===== config.mk =====
export PLATFORM = sky130hd
export DESIGN_NAME = spi_slave_core
export DESIGN_NICKNAME = d
export VERILOG_FILES = /design/src/rtl/spi_slave_core_pkg.sv /design/src/rtl/spi_slave_core_sync_edge.sv /design/src/rtl/spi_slave_core.sv
export SDC_FILE = /design/constraint.sdc
export NUM_CORES = 1
export LEC_CHECK = 0
export ABC_AREA = 1
export ABC_CLOCK_PERIOD_IN_PS = 2800
export CORE_MARGIN = 10
export CORE_UTILIZATION = 33
export CTS_BUF_LIST = sky130_fd_sc_hd__clkbuf_8
export DETAILED_ROUTE_END_ITERATION = 7
export PLACE_DENSITY = 0.61
export SYNTH_ARGS = -nofsm -noshare
export SYNTH_HDL_FRONTEND = slang
export SYNTH_HIERARCHICAL = 1
export SYNTH_SLANG_ARGS = --single-unit
export TNS_END_PERCENT = 20

===== constraint.sdc =====
create_clock -name I_CLK -period 2.8 [get_ports I_CLK]
set_input_delay 0.28 -clock I_CLK [delete_from_list [all_inputs] [get_ports I_CLK]]
set_output_delay 0.28 -clock I_CLK [all_outputs]
set_load 0.005 [all_outputs]

===== src/rtl/spi_slave_core_pkg.sv =====
// Shared constants and types for the SPI slave core: word size, default transmit
// word, clock-mode encodings and the frame state machine encoding.
package spi_slave_core_pkg;

   localparam int         SPI_DATA_WIDTH = 8;
   localparam logic [7:0] SPI_DEFAULT_TX = 8'hFF;

   localparam bit SPI_CPOL_IDLE_LOW = 1'b0;
   localparam bit SPI_CPHA_LEADING  = 1'b0;
   localparam bit SPI_CPHA_TRAILING = 1'b1;

   typedef enum logic {
      ST_IDLE   = 1'b0,
      ST_ACTIVE = 1'b1
   } spi_state_e;

endpackage


===== src/rtl/spi_slave_core_sync_edge.sv =====
// Two-flop synchroniser for an asynchronous pin plus a third flop for edge
// detection; rise/fall pulses are valid for one cycle, one edge before they are acted on.
module spi_sync_edge #(
   parameter bit RESET_VAL = 1'b0
) (
   input  logic clk,
   input  logic rst_n,
   input  logic async_i,
   output logic rise_o,
   output logic fall_o
);

   // [0] first stage, [1] synchronised level, [2] previous synchronised level
   logic [2:0] sync_q;
   logic [2:0] sync_d;

   always_comb begin
      sync_d = {sync_q[1:0], async_i};
   end

   // NOTE: sequential state uses non-blocking assignments only, so every flop
   // samples its pre-edge inputs regardless of process evaluation order.
   always_ff @(posedge clk or negedge rst_n) begin
      if (!rst_n) begin
         sync_q <= {3{RESET_VAL}};
      end else begin
         sync_q <= sync_d;
      end
   end

   assign rise_o =  sync_q[1] & ~sync_q[2];
   assign fall_o = ~sync_q[1] &  sync_q[2];

endmodule


===== src/rtl/spi_slave_core.sv =====
// SPI slave oversampled by the system clock: receives words as single-cycle strobes
// and transmits from a one-word valid/ready holding register, with underrun/abort flags.
module spi_slave_core
   import spi_slave_core_pkg::*;
#(
   parameter int                    DATA_WIDTH = SPI_DATA_WIDTH,
   parameter bit                    CPOL       = 1'b0,
   parameter bit                    CPHA       = 1'b0,
   parameter logic [DATA_WIDTH-1:0] DEFAULT_TX = DATA_WIDTH'(SPI_DEFAULT_TX)
) (
   input  logic                  I_CLK,
   input  logic                  I_RESETN,
   input  logic                  SCLK_SLAVE,
   input  logic                  SS_N_SLAVE,
   input  logic                  MOSI_SLAVE,
   output logic                  MISO_SLAVE,
   output logic                  O_MISO_OE,
   input  logic [DATA_WIDTH-1:0] I_TX_DATA,
   input  logic                  I_TX_VALID,
   output logic                  O_TX_READY,
   output logic [DATA_WIDTH-1:0] O_RX_DATA,
   output logic                  O_RX_VALID,
   output logic                  O_TX_UNDERRUN,
   output logic                  O_ABORT,
   output logic                  O_BUSY
);

   localparam int                CNT_W    = $clog2(DATA_WIDTH);
   localparam logic [CNT_W-1:0]  LAST_BIT = CNT_W'(DATA_WIDTH - 1);

   logic sclk_rise;
   logic sclk_fall;
   logic ss_rise;
   logic ss_fall;
   logic mosi_sync;
   logic lead_edge;
   logic trail_edge;
   logic sample_edge;
   logic shift_edge;

   spi_sync_edge #(.RESET_VAL(CPOL)) u_sclk_sync (
      .clk    (I_CLK),
      .rst_n  (I_RESETN),
      .async_i(SCLK_SLAVE),
      .rise_o (sclk_rise),
      .fall_o (sclk_fall)
   );

   spi_sync_edge #(.RESET_VAL(1'b1)) u_ss_sync (
      .clk    (I_CLK),
      .rst_n  (I_RESETN),
      .async_i(SS_N_SLAVE),
      .rise_o (ss_rise),
      .fall_o (ss_fall)
   );

   // MOSI needs no edge detect; its two stages keep it aligned with the SCLK events
   logic [1:0] mosi_sync_q;
   logic [1:0] mosi_sync_d;

   always_comb begin
      mosi_sync_d = {mosi_sync_q[0], MOSI_SLAVE};
   end

   assign mosi_sync   = mosi_sync_q[1];
   assign lead_edge   = (CPOL == SPI_CPOL_IDLE_LOW) ? sclk_rise : sclk_fall;
   assign trail_edge  = (CPOL == SPI_CPOL_IDLE_LOW) ? sclk_fall : sclk_rise;
   assign sample_edge = (CPHA == SPI_CPHA_TRAILING) ? trail_edge : lead_edge;
   assign shift_edge  = (CPHA == SPI_CPHA_LEADING)  ? trail_edge : lead_edge;

   spi_state_e            state_q,     state_d;
   logic [CNT_W-1:0]      bit_cnt_q,   bit_cnt_d;
   logic [DATA_WIDTH-2:0] rx_shift_q,  rx_shift_d;
   logic [DATA_WIDTH-2:0] tx_shift_q,  tx_shift_d;
   logic [DATA_WIDTH-1:0] rx_data_q,   rx_data_d;
   logic [DATA_WIDTH-1:0] hold_q,      hold_d;
   logic                  hold_full_q, hold_full_d;
   logic                  miso_q,      miso_d;
   logic                  oe_q,        oe_d;
   logic                  busy_q,      busy_d;
   logic                  rx_valid_q,  rx_valid_d;
   logic                  underrun_q,  underrun_d;
   logic                  abort_q,     abort_d;
   logic                  skip_q,      skip_d;

   logic [DATA_WIDTH-1:0] rx_word;
   logic [DATA_WIDTH-1:0] load_word;
   logic                  load;
   logic                  capture;

   // NOTE: every signal written here gets a default first, so no path leaves a
   // value unassigned and no latch is inferred.
   always_comb begin
      state_d     = state_q;
      bit_cnt_d   = bit_cnt_q;
      rx_shift_d  = rx_shift_q;
      tx_shift_d  = tx_shift_q;
      rx_data_d   = rx_data_q;
      hold_d      = hold_q;
      hold_full_d = hold_full_q;
      miso_d      = miso_q;
      oe_d        = oe_q;
      busy_d      = busy_q;
      skip_d      = skip_q;
      rx_valid_d  = 1'b0;
      underrun_d  = 1'b0;
      abort_d     = 1'b0;
      load        = 1'b0;
      rx_word     = {rx_shift_q, mosi_sync};
      load_word   = hold_full_q ? hold_q : DEFAULT_TX;
      capture     = I_TX_VALID & ~hold_full_q;

      case (state_q)
         ST_IDLE: begin
            if (ss_fall) begin
               state_d   = ST_ACTIVE;
               load      = 1'b1;
               bit_cnt_d = '0;
               busy_d    = 1'b1;
               oe_d      = 1'b1;
               // with CPHA=1 the first leading edge would shift away the MSB just loaded
               skip_d    = (CPHA == SPI_CPHA_TRAILING);
            end
         end
         ST_ACTIVE: begin
            if (ss_rise) begin
               abort_d   = (bit_cnt_q != '0);
               state_d   = ST_IDLE;
               bit_cnt_d = '0;
               busy_d    = 1'b0;
               oe_d      = 1'b0;
               miso_d    = 1'b1;
               skip_d    = 1'b0;
            end else if (sample_edge) begin
               if (bit_cnt_q == LAST_BIT) begin
                  rx_data_d  = rx_word;
                  rx_valid_d = 1'b1;
                  bit_cnt_d  = '0;
                  load       = 1'b1;
                  // the reload already presents the next MSB, so the next shift edge is a no-op
                  skip_d     = 1'b1;
               end else begin
                  rx_shift_d = rx_word[DATA_WIDTH-2:0];
                  bit_cnt_d  = bit_cnt_q + 1'b1;
               end
            end else if (shift_edge) begin
               if (skip_q) begin
                  skip_d = 1'b0;
               end else begin
                  miso_d     = tx_shift_q[DATA_WIDTH-2];
                  tx_shift_d = tx_shift_q << 1;
               end
            end
         end
         default: state_d = ST_IDLE;
      endcase

      if (load) begin
         miso_d     = load_word[DATA_WIDTH-1];
         tx_shift_d = load_word[DATA_WIDTH-2:0];
         underrun_d = ~hold_full_q;
      end

      // a load in the same cycle as a capture sees the register still empty
      if (capture) begin
         hold_d      = I_TX_DATA;
         hold_full_d = 1'b1;
      end else if (load && hold_full_q) begin
         hold_full_d = 1'b0;
      end
   end

   // NOTE: the data registers (shifters, holding word, received word) are reset
   // too, so a mid-frame reset leaves nothing stale to leak into the next frame.
   always_ff @(posedge I_CLK or negedge I_RESETN) begin
      if (!I_RESETN) begin
         mosi_sync_q <= 2'b00;
         state_q     <= ST_IDLE;
         bit_cnt_q   <= '0;
         rx_shift_q  <= '0;
         tx_shift_q  <= '0;
         rx_data_q   <= '0;
         hold_q      <= '0;
         hold_full_q <= 1'b0;
         miso_q      <= 1'b1;
         oe_q        <= 1'b0;
         busy_q      <= 1'b0;
         rx_valid_q  <= 1'b0;
         underrun_q  <= 1'b0;
         abort_q     <= 1'b0;
         skip_q      <= 1'b0;
      end else begin
         mosi_sync_q <= mosi_sync_d;
         state_q     <= state_d;
         bit_cnt_q   <= bit_cnt_d;
         rx_shift_q  <= rx_shift_d;
         tx_shift_q  <= tx_shift_d;
         rx_data_q   <= rx_data_d;
         hold_q      <= hold_d;
         hold_full_q <= hold_full_d;
         miso_q      <= miso_d;
         oe_q        <= oe_d;
         busy_q      <= busy_d;
         rx_valid_q  <= rx_valid_d;
         underrun_q  <= underrun_d;
         abort_q     <= abort_d;
         skip_q      <= skip_d;
      end
   end

   assign MISO_SLAVE    = miso_q;
   assign O_MISO_OE     = oe_q;
   assign O_TX_READY    = ~hold_full_q;
   assign O_RX_DATA     = rx_data_q;
   assign O_RX_VALID    = rx_valid_q;
   assign O_TX_UNDERRUN = underrun_q;
   assign O_ABORT       = abort_q;
   assign O_BUSY        = busy_q;

endmodule


==> impl_results.md, run 1 <==
- Status: finished clean
- Worst-case reg-to-reg path depth: 8
- Worst relative slew slack: 61.3%
- Crit path cell chain: inv_1 -> nor2_1 -> nand4_2 -> nand2_2 -> nand2_1 -> nand2_1 -> nand2_1 -> nand2_1
- Root Buffer: clkbuf_8
- Share of cells above drive strength 1: 10.9%
- MaxCap Viol Count: 0
- Vias in the first global route: 1,551
- DRT iter0 DRCs: 66
- Placer Congestion: 0.814
- Clk Latency, worst-skew pair: 300 ps
- Final setup violation count: 0
- Crit Path Category: register to register
- Clk slew on worst S/H paths: 100 ps
- Drt pass-1 iters: 4
- Residual DRC count: 0
- CTS sink count: 49
- Hold path depth: 0
- Startpoint Class: register
- Fmax: 504 MHz
- Power per cell area: 744 nW/um2
- Die ar.: 9880 um2
- Placed cells: 331
- Via/cell ratio: 4.54
- CP Data Arrival Time: 2230 ps
- Gr usage total: 8.81%
- Synth top area share: 54.2%
- Core box area: 6030 um2
- Routed len/inst: 11.8 um
- Row count: 28
- First-pass GRT wire length: 7.27 mm
- Critical path depth: 8
- Post-Syn Nets: 250
- Sequential share of the synthesized area: 59.2%
- Synth cell types: 22
- FF-to-FF End: MISO_SLAVE$_DFFE_PN1P_
- Mapped Area: 2080 um2
- CTS max path bufs: 2
- Gr busiest metal: met2
- Met2 Use GR: 13.3%
- Crit-path max FO: 21
- Leak: 1.30 nW
- RSZ-0062 raised after global routing: no
- Crit path capture type: register
- Initial Util: 34.5%
- DRT antenna net count: 0
- Worst reg2reg path startpoint: u_sclk_sync/sync_q[1]$_DFF_PN0_
- CP bufs+invs: 1
- Hold Crit Class: register to register
- Area Overhead vs Synth: 20.5%
- Critical Path RT: 3050 ps
- Final Slew Violations: 0
- CP peak stage delay: 560 ps
- Critical path's top delay family: simple AND/OR/NAND/NOR gates
- Grt ovf: 0
- FF+latch count, synth: 49
- Initial antenna violation count: 0
- Fin crit period: 1980 ps
- Grt met3 use: 3.67%
- Setup TNS: 0 ps
- PortBufs: 28
- Die Height: 99.4 um
- R2R Setup Slk: 820 ps
- Worst Tran Pin Value: 580 ps
- Max Clock Skew: 10.0 ps
- CTS tree: done
- Total wire length: 4.02 mm
- Largest net degree at the start of global routing: 35
- Antenna diode count: 0
- TritonCTS buffer count: 5
- Final Hold Fails: 0
- Hold endpoint: mosi_sync_q[1]$_DFF_PN0_
- H-tree Lvls: 2
- Part of the cycle the worst path needs: 70.8%
- Syn. warnings: 6
- Synth Instances: 233
- Synth area leader: dfrtp_1
- HP Start: mosi_sync_q[0]$_DFF_PN0_
- DR vias: 1,545
- DP Wirelength: 2.90 mm
- CP most frequent cell: nand2_1
- M1 GR Usage: 11.1%
- Max IR drop VDD: 0.000279 V
- Post-Layout Cell Count: 340
- Syn_area_per_cell: 8.92 um2
- Slowest stage cell, crit path: nand4_2
- Width of the die: 99.4 um
- # IOs: 29
- Area contributors post-synth: dfrtp_1 (54%), nand2_1 (17%), dfstp_2 (5.1%), inv_1 (3.4%), nand3_1 (3.1%)
- Nets: 281
metal layers:
layer / vias up / wire [um]
li1: 780 / -
met1: 727 / 1870
met2: 32 / 1830
met3: 6 / 270
met4: 0 / 61
met5: - / 0
sequential cells by signal, summed over array words and instances (netlist names):
register and flops:
u_sclk_sync/sync_q 3, O_RX_VALID 1, mosi_sync_q 2, hold_full_q 1
MISO_SLAVE 1, O_ABORT 1, state_q 1, hold_q 8
bit_cnt_q 3, rx_shift_q 7, skip_q 1, tx_shift_q 7
O_BUSY 1, u_ss_sync/sync_q 3, O_RX_DATA 8, O_TX_UNDERRUN 1
where the power goes:
| group | switching, mW | internal (mW) | leakage [nW] | total, mW |
|---|---|---|---|---|
| logic | 0.246 | 0.204 | 0.646 | 0.450 |
| registers | 0.104 | 0.885 | 0.606 | 0.989 |
| clock network | 0.248 | 0.178 | 0.0445 | 0.426 |
| total | 0.598 | 1.27 | 1.30 | 1.87 |
area by class of cell:
cell class	instances	area (um2)
clock inverter	3	21.3
sequential	49	1230
tap	75	93.8
multi-input combinational	156	716
fill	619	3520
clock buffer	5	68.8
inverter	22	82.6
timing repair buffer	30	293
worst register-to-register path: cells and delay by family (launching register included):
| kind | cells | cell delay [ps] |
|---|---|---|
| buffers and inverters | 1 | 40 |
| flip-flops | 1 | 370 |
| AND/OR/NAND/NOR | 7 | 1530 |
cells in the mapped netlist:
library cell,n
mux2_2,2
inv_1,19
a21oi_2,1
nand3_1,13
dfstp_2,4
buf_4,3
buf_6,2
nor3_1,1
o21ai_2,1
o21ai_0,8
ha_1,3
dfrtp_1,45
nand2_2,4
nand2_1,92
nor2_1,15
buf_2,1
inv_2,3
o21ai_1,2
nand4_2,1
a21oi_1,10
a21oi_4,1
or2_2,2
how the worst max path moves through the flow:
| stage | startpoint | endpoint | slack (ps) |
|---|---|---|---|
| floorplan | u_ss_sync/sync_q[1]$_DFF_PN1_ | skip_q$_DFFE_PN0P_ | 1300 |
| global placement | u_sclk_sync/sync_q[1]$_DFF_PN0_ | MISO_SLAVE$_DFFE_PN1P_ | 870 |
| detailed placement | u_sclk_sync/sync_q[1]$_DFF_PN0_ | MISO_SLAVE$_DFFE_PN1P_ | 810 |
| CTS | u_sclk_sync/sync_q[1]$_DFF_PN0_ | MISO_SLAVE$_DFFE_PN1P_ | 790 |
| global route | u_sclk_sync/sync_q[1]$_DFF_PN0_ | tx_shift_q[5]$_DFFE_PN0P_ | 500 |
| finish | u_sclk_sync/sync_q[1]$_DFF_PN0_ | MISO_SLAVE$_DFFE_PN1P_ | 820 |
cells in the final DEF (no fill, tap or decap), drive strengths merged:
cell and n:
nand2 96, dfrtp 45, clkdlybuf4s50 27, inv 23, nor2 15, nand3 13, a21oi 12, o21ai 11
clkbuf 5, dfstp 4, ha 3, mux2 2, or2 2, buf 2, nand4 1, nor3 1
clkinvlp 1, clkinv 1, dlygate4sd3 1
cell families (layout without fill, tap and decap cells):
family / Yosys count / in the layout / share of synthesized area [%]
simple gates: 128 / 128 / 25.1
buf+inv: 28 / 60 / 6.38
compound gates: 23 / 23 / 6.44
fa+ha+maj: 3 / 3 / 1.81
flops: 49 / 49 / 59.2
mux: 2 / 2 / 1.08
stage by stage:
stage / worst slack [ps] / hold slack (ps) / power (mW) / area [um2] / utilization [%]
floorplan: 1300 / -15.6 / 1.31 / 2080 / -
global placement: 865 / 204 / 1.45 / 2410 / 39.9
detailed placement: 810 / 209 / 1.46 / 2410 / 39.9
CTS: 790 / 360 / 1.90 / 2510 / 41.6
global route: 500 / 367 / 2.02 / 2510 / 41.6
finish: 817 / 358 / 1.87 / 2510 / 41.6
timing repair:
| item | CTS | global route |
|---|---|---|
| setup buffers | 0 | 0 |
| hold buffers | 1 | 0 |
| resized for setup | 0 | 0 |
| hold endpoints to repair | 15 | 0 |
No activity file was read; power rests on OpenSTA's default activity.
==> inputs of run 2 (changes only) <==
- ABC_CLOCK_PERIOD_IN_PS: 2800 -> 1680
- PLACE_DENSITY: 0.61 -> 0.63
- clock period: 2.8 -> 1.68 ns (I/O delays scaled with it)
==> run 2 against run 1 <==
- die area unchanged
- first-iteration DRC count grew 38%
- cell area up 3.5%
- maximum frequency up 27%
- sequential power increased by 65%
- setup slack worse by 690 ps
- wire length up 5.9%
- register-to-register slack lost 690 ps
==> impl_results.md, run 2 (synthesis gave the netlist of run 1 again) <==
- Status: finished clean
- Commonest cells after routing, fill and taps aside: nand2_1 (92), dfrtp_1 (45), clkdlybuf4s50_1 (27)
- Antenna diode count: 0 (unchanged)
- Clk slew on worst S/H paths: 90 ps (about the same)
- CP most frequent cell: nor2_1
- Nets: 291 (+3.6%)
- Hold path depth: 1 (+1)
- Flop pwr share: 51.8% (-1.2 points)
- Combinational power share: 25.7% (+1.6 points)
- MaxCap Viol Count: 0 (unchanged)
- TritonCTS buffer count: 5 (unchanged)
- DRT iter0 DRCs: 91 (+38%)
- CTS sink count: 49 (unchanged)
- Critical Path RT: 1880 ps (-1170 ps)
- Max Clock Skew: 6.02 ps (-4.00 ps)
- Initial Util: 34.5% (unchanged)
- Residual DRC count: 0 (unchanged)
- Design Power: 3.14 mW (+68%)
- Crit Path Category: register to register
- Row count: 28 (unchanged)
- Total wire length: 4.26 mm (+5.9%)
- DRT antenna net count: 0 (unchanged)
- Share of cells above drive strength 1: 13.9% (+2.9 points)
- Fmax: 642 MHz (+27%)
- Core box area: 6030 um2 (unchanged)
- Post-cts resize count: 0 (unchanged)
- CTS tree: done
- Post-CTS Setup Bufs: 0 (unchanged)
- Clock share of power: 22.5% (-0.3 points)
- Root Buffer: clkbuf_8
- Final Slew Violations: 0 (unchanged)
- First-pass GRT wire length: 7.47 mm (+2.8%)
- Final Hold Fails: 0 (unchanged)
- Leak: 1.35 nW (+3.8%)
- RSZ-0062 raised after global routing: no
- Crit path capture type: register
- # IOs: 29 (unchanged)
- CP peak stage delay: 540 ps (-20 ps)
- Power per cell area: 1210 nW/um2 (+63%)
- CP Data Arrival Time: 1750 ps (-480 ps)
- Die Height: 99.4 um (unchanged)
- Crit-path max FO: 6 (-71%)
- Via/cell ratio: 4.43 (-2.5%)
- Cell Int Power: 2.18 mW (+72%)
- CTS Hold Bufs: 1 (unchanged)
- Filler cells: 624 (+0.81%)
- Slowest stage cell, crit path: dfstp_2
- Worst relative slew slack: 58.0% (-3.3 points)
- DP Wirelength: 3.09 mm (+6.7%)
- Largest net degree at the start of global routing: 27 (-23%)
- Crit path cell chain: inv_1 -> nor2_1 -> buf_4 -> nor2_1 -> nor2_1 -> a21oi_4 -> nand2_1 -> nand2_1
- Drt pass-1 iters: 5 (+1)
- CTS max path bufs: 2 (unchanged)
- Fin crit period: 1560 ps (-427 ps)
- Gr usage total: 8.92% (+0.11 points)
- Die ar.: 9880 um2 (unchanged)
- Sw Ratio: 30.7% (-1.4 points)
- H-tree Lvls: 2 (unchanged)
- Startpoint Class: register
- Critical path's top delay family: simple AND/OR/NAND/NOR gates
- Initial antenna violation count: 0 (unchanged)
- Width of the die: 99.4 um (unchanged)
- Commonest non-fill, non-tap cell in the layout: nand2_1
- Setup TNS: 0 ps (unchanged)
- PortBufs: 28 (unchanged)
- Worst Tran Pin Value: 630 ps (+50.5 ps)
- Final setup violation count: 0 (unchanged)
- Critical path depth: 8 (unchanged)
- Area Overhead vs Synth: 24.7%
- Psw: 0.965 mW (+61%)
- Grt ovf: 0 (unchanged)
- Placer Congestion: 0.872 (+7.2%)
- Worst-case reg-to-reg path depth: 8 (unchanged)
- DR vias: 1,546 (+0.065%)
- Part of the cycle the worst path needs: 92.6% (+22 points)
- Clk Latency, worst-skew pair: 300 ps (about the same)
- Hold Crit Class: input pin to register
- Vias in the first global route: 1,617 (+4.3%)
- Routed len/inst: 12.2 um (+3.2%)
- Max IR drop VDD: 0.000498 V (+79%)
- CP bufs+invs: 2 (+1)
==> run 2: cell count changes in the layout (fill, tap and decap cells not counted) <==
| cell | previous run | this run |
|---|---|---|
| buf_12 | 0 | 1 |
| inv_6 | 1 | 0 |
| clkbuf_8 | 5 | 6 |
| clkinv_2 | 1 | 0 |
| buf_4 | 1 | 10 |
==> run 2: worst paths after layout <==
kind                                                    start                              end  slack [ps]
min in group asynchronous                            I_RESETN  u_sclk_sync/sync_q[0]$_DFF_PN0_         420
worst min-delay path                               SS_N_SLAVE    u_ss_sync/sync_q[0]$_DFF_PN1_         260
max in group asynchronous                            I_RESETN        rx_shift_q[1]$_DFFE_PN0P_         710
worst max register to register  u_ss_sync/sync_q[1]$_DFF_PN1_        tx_shift_q[6]$_DFFE_PN0P_         120
worst min register to register       mosi_sync_q[0]$_DFF_PN0_         mosi_sync_q[1]$_DFF_PN0_         360
worst max-delay path            u_ss_sync/sync_q[1]$_DFF_PN1_        tx_shift_q[6]$_DFFE_PN0P_         120
==> run 2: metrics by stage <==
step | utilization [%] | hold WS (ps) | instance area (um2) | std cells | setup WS [ps]
after floorplan | - | -128 | 2080 | 233 | 182
after detailed placement | 41.4 | 227 | 2490 | 341 | 138
after CTS | 43.0 | 252 | 2590 | 349 | 125
after global placement | 41.4 | 213 | 2490 | 341 | 174
after global routing | 43.0 | 247 | 2590 | 349 | 8.01
final | 43.0 | 261 | 2590 | 349 | 124
==> run 2: per-layer routing <==
metal | wire, um | GRT usage, % | vias up
met4 | 45 | 2.65 | 0
met2 | 2040 | 14.5 | 22
met1 | 1970 | 10.9 | 716
met5 | 0 | 0 | -
met3 | 204 | 2.98 | 6
li1 | - | - | 802
==> run 2: worst register-to-register path, stage by stage (launching register included) <==
cell and delay [ps]:
dfstp_2 540, inv_1 40, nor2_1 220, buf_4 180, nor2_1 40, nor2_1 190
a21oi_4 120, nand2_1 70, nand2_1 40
==> run 2: area by class of cell <==
cell class              instances  area [um2]  area share, %
flip-flops and latches         49        1230           47.5
well taps                      75        93.8           3.62
clock buffers                   6        82.6           3.18
multi-input cells             156         716           27.6
clock inverters                 1        7.51          0.289
inverters                      22        82.6           3.18
repair buffers                 40         380           14.7
==> run 2: power groups by stage <==
stage | registers (mW) | clock network [mW] | logic, mW
floorplan | 1.60 | 0 | 0.571
global placement | 1.65 | 0 | 0.808
detailed placement | 1.65 | 0 | 0.829
CTS | 1.63 | 0.745 | 0.832
global route | 1.66 | 0.777 | 0.941
finish | 1.63 | 0.708 | 0.808
==> inputs of run 3 (changes only) <==
- CORE_ASPECT_RATIO: unset -> 1.1
- CTS_CLUSTER_DIAMETER: unset -> 80
- RECOVER_POWER: unset -> 25
==> run 3 against run 2 <==
- via count is 0.91% higher
- hold slack better by 99 ps
- combinational power is 0.9% higher
- maximum frequency is 2.5% higher
- critical path depth is 6 lower
- core utilization is 0.46 points lower
- first-iteration DRC count is 3.3% higher
- critical path type is now register to output port
- clock skew is 2.0 ps lower
- die area hardly changed
- highest routed layer unchanged
==> impl_results.md, run 3 (synthesis gave the netlist of run 1 again) <==
- Status: finished clean
- R2R Setup Slk: 190 ps (+70 ps)
- Crit-path max FO: 5 (-1)
- Hold endpoint: mosi_sync_q[1]$_DFF_PN0_
- Max IR drop VDD: 0.000580 V (+17%)
- Total wire length: 4.38 mm (+2.8%)
- DP Wirelength: 3.22 mm (+4.2%)
- Crit path cell chain: inv_1 -> clkdlybuf4s50_1
- Final Slew Violations: 0 (unchanged)
- MaxCap Viol Count: 0 (unchanged)
- H-tree Lvls: 2 (unchanged)
- Vias in the first global route: 1,633 (+0.99%)
- Clk slew on worst S/H paths: 90 ps (about the same)
- Area Overhead vs Synth: 26.1%
- Nets: 289 (-0.69%)
- Worst-case reg-to-reg path depth: 8 (unchanged)
- Wl on met1: 1.91 mm (-3.2%)
- CP bufs+invs: 2 (unchanged)
- Residual DRC count: 0 (unchanged)
- Final setup violation count: 0 (unchanged)
- Max Clock Skew: 4.00 ps (-2.03 ps)
- Startpoint Class: register
- Commonest non-fill, non-tap cell in the layout: nand2_1
- Hold Crit Class: register to register
- Non-Filler Cell Area, Final: 2620 um2 (+1.1%)
- Antenna diode count: 0 (unchanged)
- Root Buffer: clkbuf_8
- Power per cell area: 1310 nW/um2 (+8.5%)
- Largest net degree at the start of global routing: 20 (-26%)
- Placer Congestion: 0.824 (-5.6%)
- Fmax: 659 MHz (+2.5%)
- Commonest cells after routing, fill and taps aside: nand2_1 (91), dfrtp_1 (45), clkdlybuf4s50_1 (24)
- CTS max path bufs: 2 (unchanged)
- Critical path's top delay family: buffers and inverters
- Via/cell ratio: 4.42 (-0.24%)
- Area after DPL: 2470 um2 (-0.85%)
- Wire length on met2: 2.16 mm (+5.7%)
- RSZ-0062 raised after global routing: no
- DRT iter0 DRCs: 94 (+3.3%)
- First-pass GRT wire length: 7.40 mm (-0.83%)
- Crit Path Category: register to output port
- CP peak stage delay: 530 ps (about the same)
- Worst Tran Pin Value: 1010 ps (+375 ps)
- Design Power: 3.45 mW (+9.7%)
- Crit path capture type: output port
- TritonCTS buffer count: 5 (unchanged)
- Initial antenna violation count: 0 (unchanged)
- Share of cells above drive strength 1: 13.6% (-0.32 points)
- Row count: 30 (+7.1%)
- Final Hold Fails: 0 (unchanged)
- Met3 WL: 233 um (+14%)
- Hold slack: 360 ps (+99.0 ps)
- # IOs: 29 (unchanged)
- CTS tree: done
- DRT antenna net count: 0 (unchanged)
- HP Start: mosi_sync_q[0]$_DFF_PN0_
- Part of the cycle the worst path needs: 90.4% (-2.3 points)
- Fin worst setup slack: 162 ps (+38.2 ps)
- CTS sink count: 49 (unchanged)
- CP Data Arrival Time: 1350 ps (-400 ps)
- Setup TNS: 0 ps (unchanged)
- Die ar.: 9880 um2 (about the same)
- Die Height: 103 um (+3.9%)
- DR vias: 1,560 (+0.91%)
- Post-Place Setup Slack: 67.7 ps (-70.2 ps)
- Clk Latency, worst-skew pair: 300 ps (about the same)
- Critical Path RT: 1510 ps (-370 ps)
- FF-to-FF End: tx_shift_q[6]$_DFFE_PN0P_
- PortBufs: 28 (unchanged)
- Leak: 1.36 nW (+0.70%)
- Gr usage total: 9.59% (+0.67 points)
- Drt pass-1 iters: 4 (-1)
- Width of the die: 95.7 um (-3.7%)
- Top Layer Used: met4
- Grt ovf: 0 (unchanged)
- Worst relative slew slack: 33.0% (-25 points)
- Initial Util: 33.8% (-0.73 points)
- Core box area: 6160 um2 (+2.2%)
- Routed len/inst: 12.4 um (+1.6%)
- Hold path depth: 0 (-1)
- Slowest stage cell, crit path: clkdlybuf4s50_1
- Fin crit period: 1520 ps (-38.2 ps)
- Worst reg2reg path startpoint: u_ss_sync/sync_q[2]$_DFF_PN1_
[run 3: cell types whose count changed in the layout (fill, tap and decap cells not counted), moves of 2 or more]
cell and change:
buf_4 -2, clkdlybuf4s50_1 -3, dlygate4sd3_1 +3, bufinv_16 +2
[run 3: what timing repair did]
action	CTS	global route
resized for setup	0	2
hold buffers	1	0
buffers inserted	0	0
endpoints found under the hold margin	12	0
setup endpoints to repair	0	10
[run 3: how the worst max path moves through the flow]
| stage | start | endpoint | slack, ps | depth (start not counted) |
|---|---|---|---|---|
| floorplan | u_ss_sync/sync_q[1]$_DFF_PN1_ | skip_q$_DFFE_PN0P_ | 180 | 9 |
| global placement | u_ss_sync/sync_q[2]$_DFF_PN1_ | tx_shift_q[6]$_DFFE_PN0P_ | 60 | 8 |
| detailed placement | u_ss_sync/sync_q[2]$_DFF_PN1_ | tx_shift_q[6]$_DFFE_PN0P_ | 70 | 8 |
| CTS | u_ss_sync/sync_q[2]$_DFF_PN1_ | tx_shift_q[6]$_DFFE_PN0P_ | 40 | 8 |
| global route | I_RESETN | u_sclk_sync/sync_q[0]$_DFF_PN0_ | 20 | 3 |
| finish | hold_full_q$_DFFE_PN0P_ | O_TX_READY | 160 | 2 |
[run 3: layout make-up]
cell class	count	area [um2]
Inverter	22	82.6
Sequential cell	49	1230
Multi-Input combinational cell	156	721
Clock buffer	5	68.8
Tap cell	80	100
Clock inverter	3	68.8
Timing Repair Buffer	38	349
Fill cell	613	3530
[run 3: through the flow]
stage                     utilization [%]  cells
final                                42.6    353
after global routing                 42.6    353
after CTS                            42.6    353
after detailed placement             40.2    344
after global placement               40.2    344
after floorplan                         -    233
[run 3: power by group]
part	switching [mW]	total (mW)	internal, mW
clock	0.415	1.01	0.599
combinational	0.449	0.815	0.366
sequential	0.143	1.62	1.47
total	1.01	3.45	2.44
[run 3: layer usage]
layer / up-vias / GRT usage (%)
met2: 20 / 15.4
li1: 797 / -
met5: - / 0
met1: 736 / 11.2
met4: 0 / 3.63
met3: 7 / 3.90
